File: config.mk
export PLATFORM = sky130hd
export DESIGN_NAME = transmission_estimator_pipe
export DESIGN_NICKNAME = d
export VERILOG_FILES = /design/src/rtl/transmission_estimator_pipe.sv
export SDC_FILE = /design/constraint.sdc
export NUM_CORES = 1
export LEC_CHECK = 0
export CAP_MARGIN = 30
export CORE_MARGIN = 5
export CORE_UTILIZATION = 35
export CTS_BUF_LIST = sky130_fd_sc_hd__clkbuf_16
export DETAILED_ROUTE_END_ITERATION = 10
export HOLD_SLACK_MARGIN = 0.08
export PLACE_DENSITY = 0.63
export SYNTH_ARGS = -nofsm -noshare
export SYNTH_HDL_FRONTEND = slang
export SYNTH_SLANG_ARGS = --single-unit
export TNS_END_PERCENT = 50
File: constraint.sdc
create_clock -name clk -period 8.6 [get_ports clk]
set_clock_uncertainty 0.1 [all_clocks]
set_input_delay 0.86 -clock clk [delete_from_list [all_inputs] [get_ports clk]]
set_output_delay 0.86 -clock clk [all_outputs]
set_load 0.005 [all_outputs]
File: src/rtl/transmission_estimator_pipe.sv
// Transmission estimate T(x) = ONE - omega*min, clamped to T0, with per-frame clamp count.
// Two-stage stallable valid/ready pipeline; omega/T0 latched on the first beat of each frame.
module transmission_estimator_pipe #(
  parameter int          WIDTH     = 16,
  parameter int          CNT_W     = 22,
  parameter int unsigned OMEGA_RST = 62259,
  parameter int unsigned T0_RST    = 21299
) (
  input  logic             clk,
  input  logic             rst,
  input  logic [WIDTH-1:0] in_data,
  input  logic             in_valid,
  input  logic             in_last,
  output logic             in_ready,
  input  logic [WIDTH-1:0] cfg_omega,
  input  logic [WIDTH-1:0] cfg_t0,
  output logic [WIDTH-1:0] out_data,
  output logic             out_valid,
  output logic             out_last,
  output logic             out_clamped,
  input  logic             out_ready,
  output logic [CNT_W-1:0] clamp_count,
  output logic             clamp_count_valid
);

  localparam logic [WIDTH-1:0] ONE        = '1;
  localparam logic [CNT_W-1:0] CNT_MAX    = '1;
  localparam logic [WIDTH-1:0] OMEGA_INIT = WIDTH'(OMEGA_RST);
  localparam logic [WIDTH-1:0] T0_INIT    = WIDTH'(T0_RST);

  logic             v1_q, v1_d;
  logic [WIDTH-1:0] prod_q, prod_d;
  logic             last1_q, last1_d;
  logic             v2_q, v2_d;
  logic [WIDTH-1:0] out_data_q, out_data_d;
  logic             out_last_q, out_last_d;
  logic             out_clamped_q, out_clamped_d;
  logic [WIDTH-1:0] omega_q, omega_d;
  logic [WIDTH-1:0] t0_q, t0_d;
  logic             sof_q, sof_d;
  logic [CNT_W-1:0] frame_cnt_q, frame_cnt_d;
  logic [CNT_W-1:0] clamp_count_q, clamp_count_d;
  logic             clamp_count_valid_q, clamp_count_valid_d;

  logic               advance, accept, out_xfer, clamp;
  logic [WIDTH-1:0]   omega_use;
  logic [2*WIDTH-1:0] product;
  logic [CNT_W-1:0]   cnt_next;

  always_comb begin
    advance   = !v2_q || out_ready;
    in_ready  = !v1_q || advance;
    accept    = in_valid && in_ready;
    out_xfer  = v2_q && out_ready;
    // The first beat of a frame already uses the freshly sampled omega.
    omega_use = sof_q ? cfg_omega : omega_q;
    product   = {{WIDTH{1'b0}}, in_data} * {{WIDTH{1'b0}}, omega_use};
    clamp     = prod_q > (ONE - t0_q);
    cnt_next  = (frame_cnt_q == CNT_MAX) ? frame_cnt_q
                                         : frame_cnt_q + CNT_W'(out_clamped_q);

    v1_d                = v1_q;
    prod_d              = prod_q;
    last1_d             = last1_q;
    v2_d                = v2_q;
    out_data_d          = out_data_q;
    out_last_d          = out_last_q;
    out_clamped_d       = out_clamped_q;
    omega_d             = omega_q;
    t0_d                = t0_q;
    sof_d               = sof_q;
    frame_cnt_d         = frame_cnt_q;
    clamp_count_d       = clamp_count_q;
    clamp_count_valid_d = 1'b0;

    if (accept) begin
      v1_d    = 1'b1;
      prod_d  = product[2*WIDTH-1:WIDTH];
      last1_d = in_last;
      sof_d   = in_last;
      if (sof_q) begin
        omega_d = cfg_omega;
        t0_d    = cfg_t0;
      end
    end else if (advance) begin
      v1_d = 1'b0;
    end

    // t0_q still holds the old frame's value on the edge a new frame latches,
    // which is exactly the beat leaving stage 1 at that edge.
    if (advance) begin
      v2_d          = v1_q;
      out_data_d    = clamp ? t0_q : ONE - prod_q;
      out_last_d    = last1_q;
      out_clamped_d = clamp;
    end

    if (out_xfer) begin
      if (out_last_q) begin
        clamp_count_d       = cnt_next;
        clamp_count_valid_d = 1'b1;
        frame_cnt_d         = '0;
      end else begin
        frame_cnt_d = cnt_next;
      end
    end
  end

  always_ff @(posedge clk) begin
    if (rst) begin
      v1_q                <= 1'b0;
      prod_q              <= '0;
      last1_q             <= 1'b0;
      v2_q                <= 1'b0;
      out_data_q          <= '0;
      out_last_q          <= 1'b0;
      out_clamped_q       <= 1'b0;
      omega_q             <= OMEGA_INIT;
      t0_q                <= T0_INIT;
      sof_q               <= 1'b1;
      frame_cnt_q         <= '0;
      clamp_count_q       <= '0;
      clamp_count_valid_q <= 1'b0;
    end else begin
      v1_q                <= v1_d;
      prod_q              <= prod_d;
      last1_q             <= last1_d;
      v2_q                <= v2_d;
      out_data_q          <= out_data_d;
      out_last_q          <= out_last_d;
      out_clamped_q       <= out_clamped_d;
      omega_q             <= omega_d;
      t0_q                <= t0_d;
      sof_q               <= sof_d;
      frame_cnt_q         <= frame_cnt_d;
      clamp_count_q       <= clamp_count_d;
      clamp_count_valid_q <= clamp_count_valid_d;
    end
  end

  assign out_valid         = v2_q;
  assign out_data          = out_data_q;
  assign out_last          = out_last_q;
  assign out_clamped       = out_clamped_q;
  assign clamp_count       = clamp_count_q;
  assign clamp_count_valid = clamp_count_valid_q;

endmodule

# Word-level counts from Yosys, hierarchy flattened
# Index checks and enable logic that the tools add are counted.
[classes]
eq_ne = 1
n_mul = 1
n_reduce_logical = 10
n_mux = 7
add_sub_neg = 3
order_cmp = 1
bitwise = 1
[ops]
columns = ["cell", "count"]
rows = [
  ["2-to-1 mux 22 bit", 2],
  ["multiplier 16 x 16 -> 32 bit", 1],
  ["2-to-1 mux 16 bit", 2],
  ["subtractor 16 bit, first input constant", 2],
  ["adder 22 x 1 -> 22 bit", 1],
  ["== test 22 bit, second input constant", 1],
  ["> comparator 16 bit", 1],
  ["AND reduction 2 bit", 2],
  ["2-to-1 mux 1 bit", 3],
  ["logical AND 1 bit", 2],
  ["zero test 1 bit", 2],
  ["logical OR 1 bit", 2],
  ["nonzero test 2 bit", 1],
  ["OR reduction 2 bit", 1],
  ["NOT 1 bit", 1],
]
[totals]
register_bits = 115
input_bits = 53
wordCells = 37
out_inout_bits = 43

# Longest topological paths before layout
# Gate-level depths: netlist of the first run.
[depth]
ltp_word = 5
mapped_depth = 25
ltp_nobuf = 23

# Least setup slack after synthesis of the first run
# OpenSTA, ideal clock, no wires.
[synth_path]
kind = "input -> register"
startpoint = "in cfg_omega[4]"
endpoint = "reg prod_q[11]"
arrival_ns = 6.557
cell_stages = 22
setup_slack_ns = 1.827
setup_time_ns = 0.117
n_path_buf = 1
required_ns = 8.383
path_cell_list = "mux2i_1 clkbuf_1 nor2b_1 fa_1 inv_1 fa_1 fa_1 inv_1 fa_1 fa_1 inv_1 fa_1 inv_1 ha_1 a21o_1 a311o_1 a21oi_1 a21oi_1 or2_2 a21oi_1 xnor2_1 a22o_1"
[synth_between]
elab_chain_cells = 2
[synth_rtl]
columns = ["element", "line_no", "text"]
rows = [
  ["start: declaration", "15", "input logic [WIDTH-1:0] cfg_omega,"],
  ["2-to-1 mux 16 bit", "-", ""],
  ["multiplier 16 x 16 -> 32 bit", "57", "product = {{WIDTH{1'b0}}, in_data} * {{WIDTH{1'b0}}, omega_use};"],
  ["end signal: assignment", "126", "prod_q <= prod_d;"],
  ["end: declaration", "32", "logic [WIDTH-1:0] prod_q, prod_d;"],
]
# No other way between the ends.
# A chain may end at the register's enable or synchronous reset.

# Final worst setup path of the first run
[layout_path]
startpoint = "reg sof_q"
endpoint = "reg prod_q[11]"
[layout_between]
elab_chain_cells = 2
[layout_rtl]
columns = ["element", "line_no", "text"]
rows = [
  ["start: declaration", "40", "logic sof_q, sof_d;"],
  ["start signal: assignment", "120", "sof_q <= 1'b1;"],
  ["start signal: assignment", "134", "sof_q <= sof_d;"],
  ["2-to-1 mux 16 bit", "-", ""],
  ["multiplier 16 x 16 -> 32 bit", "57", ""],
]
# No other way between the ends.

==> impl_metrics.ini, run 1 <==
[run_status]
status = finished, final reports clean

[finish]
finalNonFillerCells = 2205
drive_gt1_frac = 0.0494
n_antenna_cell = 0
final_nets = 2032
final_cell_mix = inv_1 (242), nand2_1 (241), fa_1 (193), ha_1 (119), dfxtp_1 (115)
area_growth_syn_to_layout_pct = 14.3
final_common_cell = inv_1
postLayoutCellArea_um2 = 15900

[clock_network]
cts_tree = built
clock-sinks = 115
cts_resized = 0
numCtsBuffers = 17
post_cts_buffers = 0
path_clk_slew_ns = 0.05
htreeDepth = 4
cts_root_buf = clkbuf_16
clk_latency_ns = 0.42
hold_buffers = 0
cts.path.max_buffers = 2

[logic_synthesis]
synth-edff-count = 0
synth-seq-cells = 115
ys.flop_type = dfxtp_1
syn_inst = 1624
yosysSeqAreaShare = 0.166
syn-num-nets = 1989
ys_types = 64
syn_area_per_cell_um2 = 8.54
yosysWarningCount = 0
synthArstFlopShare = 0
syn_area_um2 = 13900

[worst_hold_path]
hp-class = reg -> reg
whs_path_depth = 2

[placement]
io_buffers = 95
hpwlAfterDp_um = 27800
place_inst = 2173
routabilityCongestion = 0.862
dpl-instance-area_um2 = 15300

[grt]
grt_antenna_before_repair = 0
grt_max_degree = 80
grt_pass1_wl_um = 60400
first_global_vias = 11700
grt_usage = 0.170
overflow = 0

[critical_path]
critPathLaunch = sof_q$_SDFFE_PP1P_
cp_top_family = adder cells
crit_cells = 21
arrival_ns = 7.44
rr_startpoint = sof_q$_SDFFE_PP1P_
crit_end = prod_q[11]$_SDFFE_PP0P_
crit_fanout = 17
cp_cell_sequence = buf_4 -> mux2_2 -> nand2_1 -> fa_1 -> fa_1 -> fa_1 -> inv_1 -> fa_1 -> fa_1 -> inv_1 -> fa_1 -> inv_1 -> ha_1 -> a21o_1 -> a311o_1 -> a21oi_1 -> a21oi_1 -> or2_2 -> a21oi_1 -> xnor2_1 -> a22o_1
r2r_slack_ns = 1.37
slowest_delay_ns = 0.67
cp_num_buf_inv = 4
startpoint_type = register
regToRegEndpoint = prod_q[11]$_SDFFE_PP0P_
crit_type = reg -> reg
critical_path_required_ns = 8.81
reg2regPathDepth = 21
endpoint_kind = register
cp_slowest_cell = dfxtp_1
crit_path_frequent_cell = fa_1

[run]
cap_violations = 0

[floorplan]
die_x_um = 209
initial_core_util = 0.352
die_area_um2 = 43700
row_count = 73
core_area_um2 = 39500
ioPinCount = 96
dieHeight_um = 209

[routing]
routedWlPerCell_um = 16.4
viasPerCell = 5.06
post-route-drc-count = 0
vias = 11200
drt_iter0_drc = 619
drt_wl_total_um = 36200
dr.pass1.iters = 6
ant_nets = 0

[timing]
period_share = 0.841
final_hold_viol_count = 0
worst_pin_slew_ns = 0.864
slew_viol_final = 0
rsz0062_at_grt = false
tns_ns = 0
slew_headroom = 0.422
max_freq_mhz = 138
setup_viol = 0
fin_crit_ns = 7.23
registers in the layout (all words and copies together), names as in the netlist:
| register | cells |
|---|---|
| clamp_count_valid | 1 |
| out_data | 16 |
| out_clamped | 1 |
| v1_q | 1 |
| clamp_count | 22 |
| out_last | 1 |
| t0_q | 16 |
| out_valid | 1 |
| omega_q | 16 |
| prod_q | 16 |
| sof_q | 1 |
| frame_cnt_q | 22 |
| last1_q | 1 |
Yosys cell counts, types with 7 or more instances:
cell type | number | area [um^2]
mux2i_1 | 12 | 120
and2_1 | 83 | 519
nand4_1 | 15 | 93.8
or2_2 | 13 | 81.3
nand3b_1 | 29 | 218
a21o_1 | 18 | 135
fa_1 | 193 | 3860
a31oi_1 | 7 | 43.8
ha_1 | 119 | 1490
or4_1 | 8 | 60.1
nand2_1 | 241 | 905
a21oi_1 | 69 | 345
o21ai_0 | 24 | 120
dfxtp_1 | 115 | 2300
a311oi_1 | 9 | 78.8
nor2b_1 | 45 | 282
a211oi_1 | 25 | 188
mux2_2 | 11 | 124
xnor2_1 | 18 | 158
nor3_1 | 26 | 130
and3_1 | 11 | 68.8
nor2_1 | 93 | 349
clkbuf_1 | 80 | 300
nand3_1 | 17 | 85.1
nand2b_1 | 10 | 62.6
inv_1 | 238 | 893
xor2_1 | 16 | 140
routing by layer:
layer,part of all wire,GRT usage,wire [um],vias up
met5,0,0,0,-
met4,0.031,0.0542,1110,0
met3,0.045,0.0287,1640,69
met2,0.50,0.300,18200,288
met1,0.42,0.212,15200,5495
li1,-,-,-,5306
tightest hold or removal path, stage by stage, from the launching register on:
cell	delay (ns)
dfxtp_1	0.31
nand2_1	0.05
a21oi_1	0.05
final cells by class:
class	count	area [um^2]
Clock buffer	17	425
Clock inverter	15	151
Fill cell	3948	23600
Inverter	238	893
Multi-Input combinational cell	1184	10300
Sequential cell	115	2300
Tap cell	525	657
Timing Repair Buffer	111	1080
cell families after synthesis:
kind of cell	Yosys count	share of synthesized area
AND/OR/NAND/NOR	616	0.223
buffers and inverters	325	0.0888
multiplexers	25	0.0197
XOR/XNOR	34	0.0215
AO/OA/AOI/OAI	197	0.0952
adder cells (fa/ha/maj)	312	0.386
flip-flops	115	0.166
through the flow:
stage	hold slack, ns	setup WS (ns)	util
2_1_floorplan	0.333	1.83	-
3_3_place_gp	0.344	1.11	0.387
3_5_place_dp	0.348	1.03	0.387
4_1_cts	0.356	1.34	0.402
5_1_grt	0.377	1.05	0.402
6_report	0.358	1.37	0.402
worst min-delay path by stage:
stage                            start                 endpoint  slack [ns]
3_5_place_dp      last1_q$_SDFFE_PP0P_     last1_q$_SDFFE_PP0P_        0.35
2_1_floorplan  omega_q[8]$_SDFFE_PP1P_  omega_q[8]$_SDFFE_PP1P_        0.33
4_1_cts           last1_q$_SDFFE_PP0P_     last1_q$_SDFFE_PP0P_        0.36
6_report          last1_q$_SDFFE_PP0P_    out_last$_SDFFE_PP0P_        0.36
5_1_grt           last1_q$_SDFFE_PP0P_     last1_q$_SDFFE_PP0P_        0.38
3_3_place_gp   omega_q[5]$_SDFFE_PP1P_  omega_q[5]$_SDFFE_PP1P_        0.34
Power of run 1 is not shown: default switching activity piles up to over one toggle a cycle in this logic, so the estimate is an artifact.
==> run 2: changes to the inputs <==
==> constraint.sdc (replaced) <==
create_clock -name clk -period 7.3 [get_ports clk]
set_clock_uncertainty 0.1 [all_clocks]
set_input_delay 0.73 -clock clk [delete_from_list [all_inputs] [get_ports clk]]
set_output_delay 0.73 -clock clk [all_outputs]
set_load 0.005 [all_outputs]
==> impl_metrics.ini, run 2 (synthesized netlist as in run 1, its figures left out) <==
[run]
cap_violations = 0

[clock_network]
cts.path.max_buffers = 2
clk_latency_ns = 0.43
cts_tree = built
post_cts_buffers = 0
numCtsBuffers = 17
cts_resized = 0
cts_root_buf = clkbuf_16
path_clk_slew_ns = 0.06
hold_buffers = 0
clock-sinks = 115
htreeDepth = 4

[worst_hold_path]
hp-class = reg -> reg

[finish]
area_growth_syn_to_layout_pct = 16.5
seqCellArea_um2 = 2300
final_core_util = 0.410
postLayoutCellArea_um2 = 16200
final_common_cell = nand2_1
n_antenna_cell = 0
multiInputGateArea_um2 = 10300
final_cell_mix = nand2_1 (241), inv_1 (239), fa_1 (193), ha_1 (119), dfxtp_1 (115)
drive_gt1_frac = 0.0662
nFillCells = 4022
final_nets = 2060

[floorplan]
row_count = 73
initial_core_util = 0.352
dieHeight_um = 209
core_area_um2 = 39500
die_area_um2 = 43700
die_x_um = 209
ioPinCount = 96

[timing]
period_share = 0.946
setup_viol = 0
max_freq_mhz = 145
rsz0062_at_grt = false
worst_pin_slew_ns = 0.780
slew_headroom = 0.480
slew_viol_final = 0
final_hold_viol_count = 0
fin_crit_ns = 6.91
tns_ns = 0

[routing]
met1_length_um = 15500
wl_met3_um = 1410
drt_wl_total_um = 35200
post-route-drc-count = 0
ant_nets = 0
wl_met2_um = 17600
vias = 11200
top_layer = met4
dr.pass1.iters = 5
drt_iter0_drc = 544
viasPerCell = 5.00
routedWlPerCell_um = 15.8

[critical_path]
crit_fanout = 13
startpoint_type = primary input
endpoint_kind = register
critical_path_required_ns = 7.51
arrival_ns = 7.12
crit_type = in -> reg

[placement]
io_buffers = 95
routabilityCongestion = 0.896
hpwlAfterDp_um = 27900
dpl-instance-area_um2 = 15500

[grt]
grt_antenna_before_repair = 0
overflow = 0
grt_usage = 0.167
grt_pass1_wl_um = 60100
grt_max_degree = 79
first_global_vias = 11700

[run_status]
status = finished, final reports clean
[run 2: cell count changes in the layout (fill, tap and decap cells not counted), sizes merged]
| cell | previous run | this run |
|---|---|---|
| buf | 17 | 45 |
| bufinv | 3 | 5 |
| inv | 242 | 239 |
| clkinv | 5 | 6 |
[run 2: final timing paths]
kind	depth (start not counted)	startpoint	slack [ns]	endpoint
setup / recovery	21	in_data[8]	0.39	prod_q[11]$_SDFFE_PP0P_
hold reg to reg	2	last1_q$_SDFFE_PP0P_	0.36	out_last$_SDFFE_PP0P_
hold / removal	2	last1_q$_SDFFE_PP0P_	0.36	out_last$_SDFFE_PP0P_
setup reg to reg	21	sof_q$_SDFFE_PP1P_	0.50	prod_q[12]$_SDFFE_PP0P_
[run 2: layout make-up]
type	count	area share
well taps	525	0.0406
inverters	238	0.0552
clock inverters	15	0.0133
flip-flops and latches	115	0.142
repair buffers	139	0.0823
multi-input cells	1184	0.640
clock buffers	17	0.0263
[run 2: per-stage QoR]
step | instances | hold WS, ns | setup WS [ns]
finish | 2233 | 0.358 | 0.395
global route | 2233 | 0.385 | 0.0283
CTS | 2233 | 0.360 | 0.427
detailed placement | 2201 | 0.352 | -0.0183
global placement | 2199 | 0.344 | -0.00565
floorplan | 1624 | 0.333 | 0.657
[run 2: worst max-delay path, stage by stage]
cell             delay, ns
clkdlybuf4s50_1       0.82
buf_4                 0.24
nand2_1               0.07
fa_1                  0.49
fa_1                  0.58
fa_1                  0.44
fa_1                  0.52
inv_1                 0.06
fa_1                  0.53
inv_1                 0.06
fa_1                  0.54
inv_1                 0.05
ha_1                  0.28
a21o_1                0.19
a311o_1               0.34
a21oi_1               0.21
a21oi_1               0.15
or2_2                 0.34
a21oi_1               0.18
xnor2_1               0.11
a22o_1                0.18
[run 2: metal layers]
metal	up-vias	track usage
met1	5535	0.218
li1	5347	-
met3	48	0.0243
met5	-	0
met4	0	0.0423
met2	232	0.291
Power of run 2 is left out for the same reason.
==> run 3: changes to the inputs <==
==> constraint.sdc (replaced) <==
create_clock -name clk -period 7.11 [get_ports clk]
set_clock_uncertainty 0.1 [all_clocks]
set_input_delay 0.711 -clock clk [delete_from_list [all_inputs] [get_ports clk]]
set_output_delay 0.711 -clock clk [all_outputs]
set_load 0.005 [all_outputs]
==> impl_metrics.ini, run 3 (synthesized netlist as in run 1, its figures left out) <==
[run]
cap_violations = 0

[critical_path]
cp_slowest_cell = fa_1
critical_path_required_ns = 7.35
arrival_ns = 7.03
crit_type = reg -> reg
crit_fanout = 19
slowest_delay_ns = 0.56
startpoint_type = register
cp_cell_sequence = buf_4 -> mux2_2 -> nand2_1 -> fa_1 -> inv_1 -> fa_1 -> inv_1 -> fa_1 -> inv_1 -> fa_1 -> fa_1 -> inv_1 -> fa_1 -> inv_1 -> ha_1 -> a21oi_1 -> o211ai_1 -> a21oi_1 -> a21oi_1 -> and4_1 -> a211oi_1 -> xnor2_1 -> a211oi_1
crit_path_frequent_cell = fa_1
endpoint_kind = register

[worst_hold_path]
hp-class = reg -> reg

[routing]
drt_iter0_drc = 686
dr.pass1.iters = 6
post-route-drc-count = 0
vias = 11300
drt_wl_total_um = 35800
routedWlPerCell_um = 15.9
ant_nets = 0
viasPerCell = 5.01

[timing]
max_freq_mhz = 147
setup_viol = 0
period_share = 0.955
fin_crit_ns = 6.79
slew_viol_final = 0
final_hold_viol_count = 0
worst_pin_slew_ns = 0.806
rsz0062_at_grt = false
slew_headroom = 0.463

[floorplan]
core_area_um2 = 39500
row_count = 73
initial_core_util = 0.352
dieHeight_um = 209
die_x_um = 209
ioPinCount = 96
die_area_um2 = 43700

[finish]
nFillCells = 4032
final_cell_mix = inv_1 (241), nand2_1 (241), fa_1 (193), ha_1 (119), dfxtp_1 (115)
final_nets = 2075
postLayoutCellArea_um2 = 16200
drive_gt1_frac = 0.0726
area_growth_syn_to_layout_pct = 16.7

[grt]
grt_max_degree = 79
grt_antenna_before_repair = 2
grt_usage = 0.168
overflow = 0
first_global_vias = 11900
grt_pass1_wl_um = 60100

[clock_network]
clk_latency_ns = 0.43
clock-sinks = 115
hold_buffers = 0
cts.path.max_buffers = 2
post_cts_buffers = 0
numCtsBuffers = 17
htreeDepth = 4
path_clk_slew_ns = 0.06
cts_root_buf = clkbuf_16
cts_resized = 0
cts_tree = built

[placement]
io_buffers = 95
routabilityCongestion = 0.868
hpwlAfterDp_um = 28200
dpl-instance-area_um2 = 15600

[run_status]
status = finished, final reports clean
-- run 3: cell types whose count changed in the layout (fill, tap and decap cells not counted), sizes merged --
cell      change
inv           +3
bufinv        -2
clkinvlp      -1
diode         +1
buf          +15
clkinv        -1
-- run 3: path summary, 6_finish.rpt --
path,endpoint,slack (ns),startpoint,cells after the start
worst min register to register,last1_q$_SDFFE_PP0P_,0.36,last1_q$_SDFFE_PP0P_,2
worst max register to register,prod_q[15]$_SDFFE_PP0P_,0.32,sof_q$_SDFFE_PP1P_,23
worst min-delay path,last1_q$_SDFFE_PP0P_,0.36,last1_q$_SDFFE_PP0P_,2
worst max-delay path,prod_q[15]$_SDFFE_PP0P_,0.32,sof_q$_SDFFE_PP1P_,23
-- run 3: area by class of cell --
type,instances,area [um^2],area share
multi-input combinational,1184,10300,0.639
timing repair buffer,154,1420,0.0876
clock buffer,17,425,0.0263
inverter,238,893,0.0552
tap,525,657,0.0406
clock inverter,14,148,0.00912
antenna,1,2.50,0.000155
sequential,115,2300,0.142
-- run 3: critical path, delay by kind of cell (launching register included) --
kind	cells	cell delay (ns)
adder cells (fa/ha/maj)	7	3.43
AO/OA/AOI/OAI	6	1.31
buffers and inverters	6	0.60
multiplexers	1	0.49
AND/OR/NAND/NOR	2	0.35
flip-flops	1	0.30
XOR/XNOR	1	0.11
-- run 3: through the flow --
stage	setup WS, ns	hold slack, ns	instances	utilization	setup TNS [ns]
2_1_floorplan	0.486	0.333	1624	-	0
3_3_place_gp	0.113	0.342	2214	0.395	0
3_5_place_dp	-0.0596	0.351	2215	0.395	-0.115
4_1_cts	0.348	0.359	2246	0.410	0
5_1_grt	0.0291	0.381	2248	0.410	0
6_report	0.323	0.358	2248	0.410	0
-- run 3: layer usage --
metal  up-vias  routed length [um]  track usage
met3        59                1350       0.0263
met4         0                1050       0.0515
li1       5399                   -            -
met2       242               18100        0.295
met5         -                   0            0
met1      5555               15300        0.213
Power of run 3 is left out for the same reason.
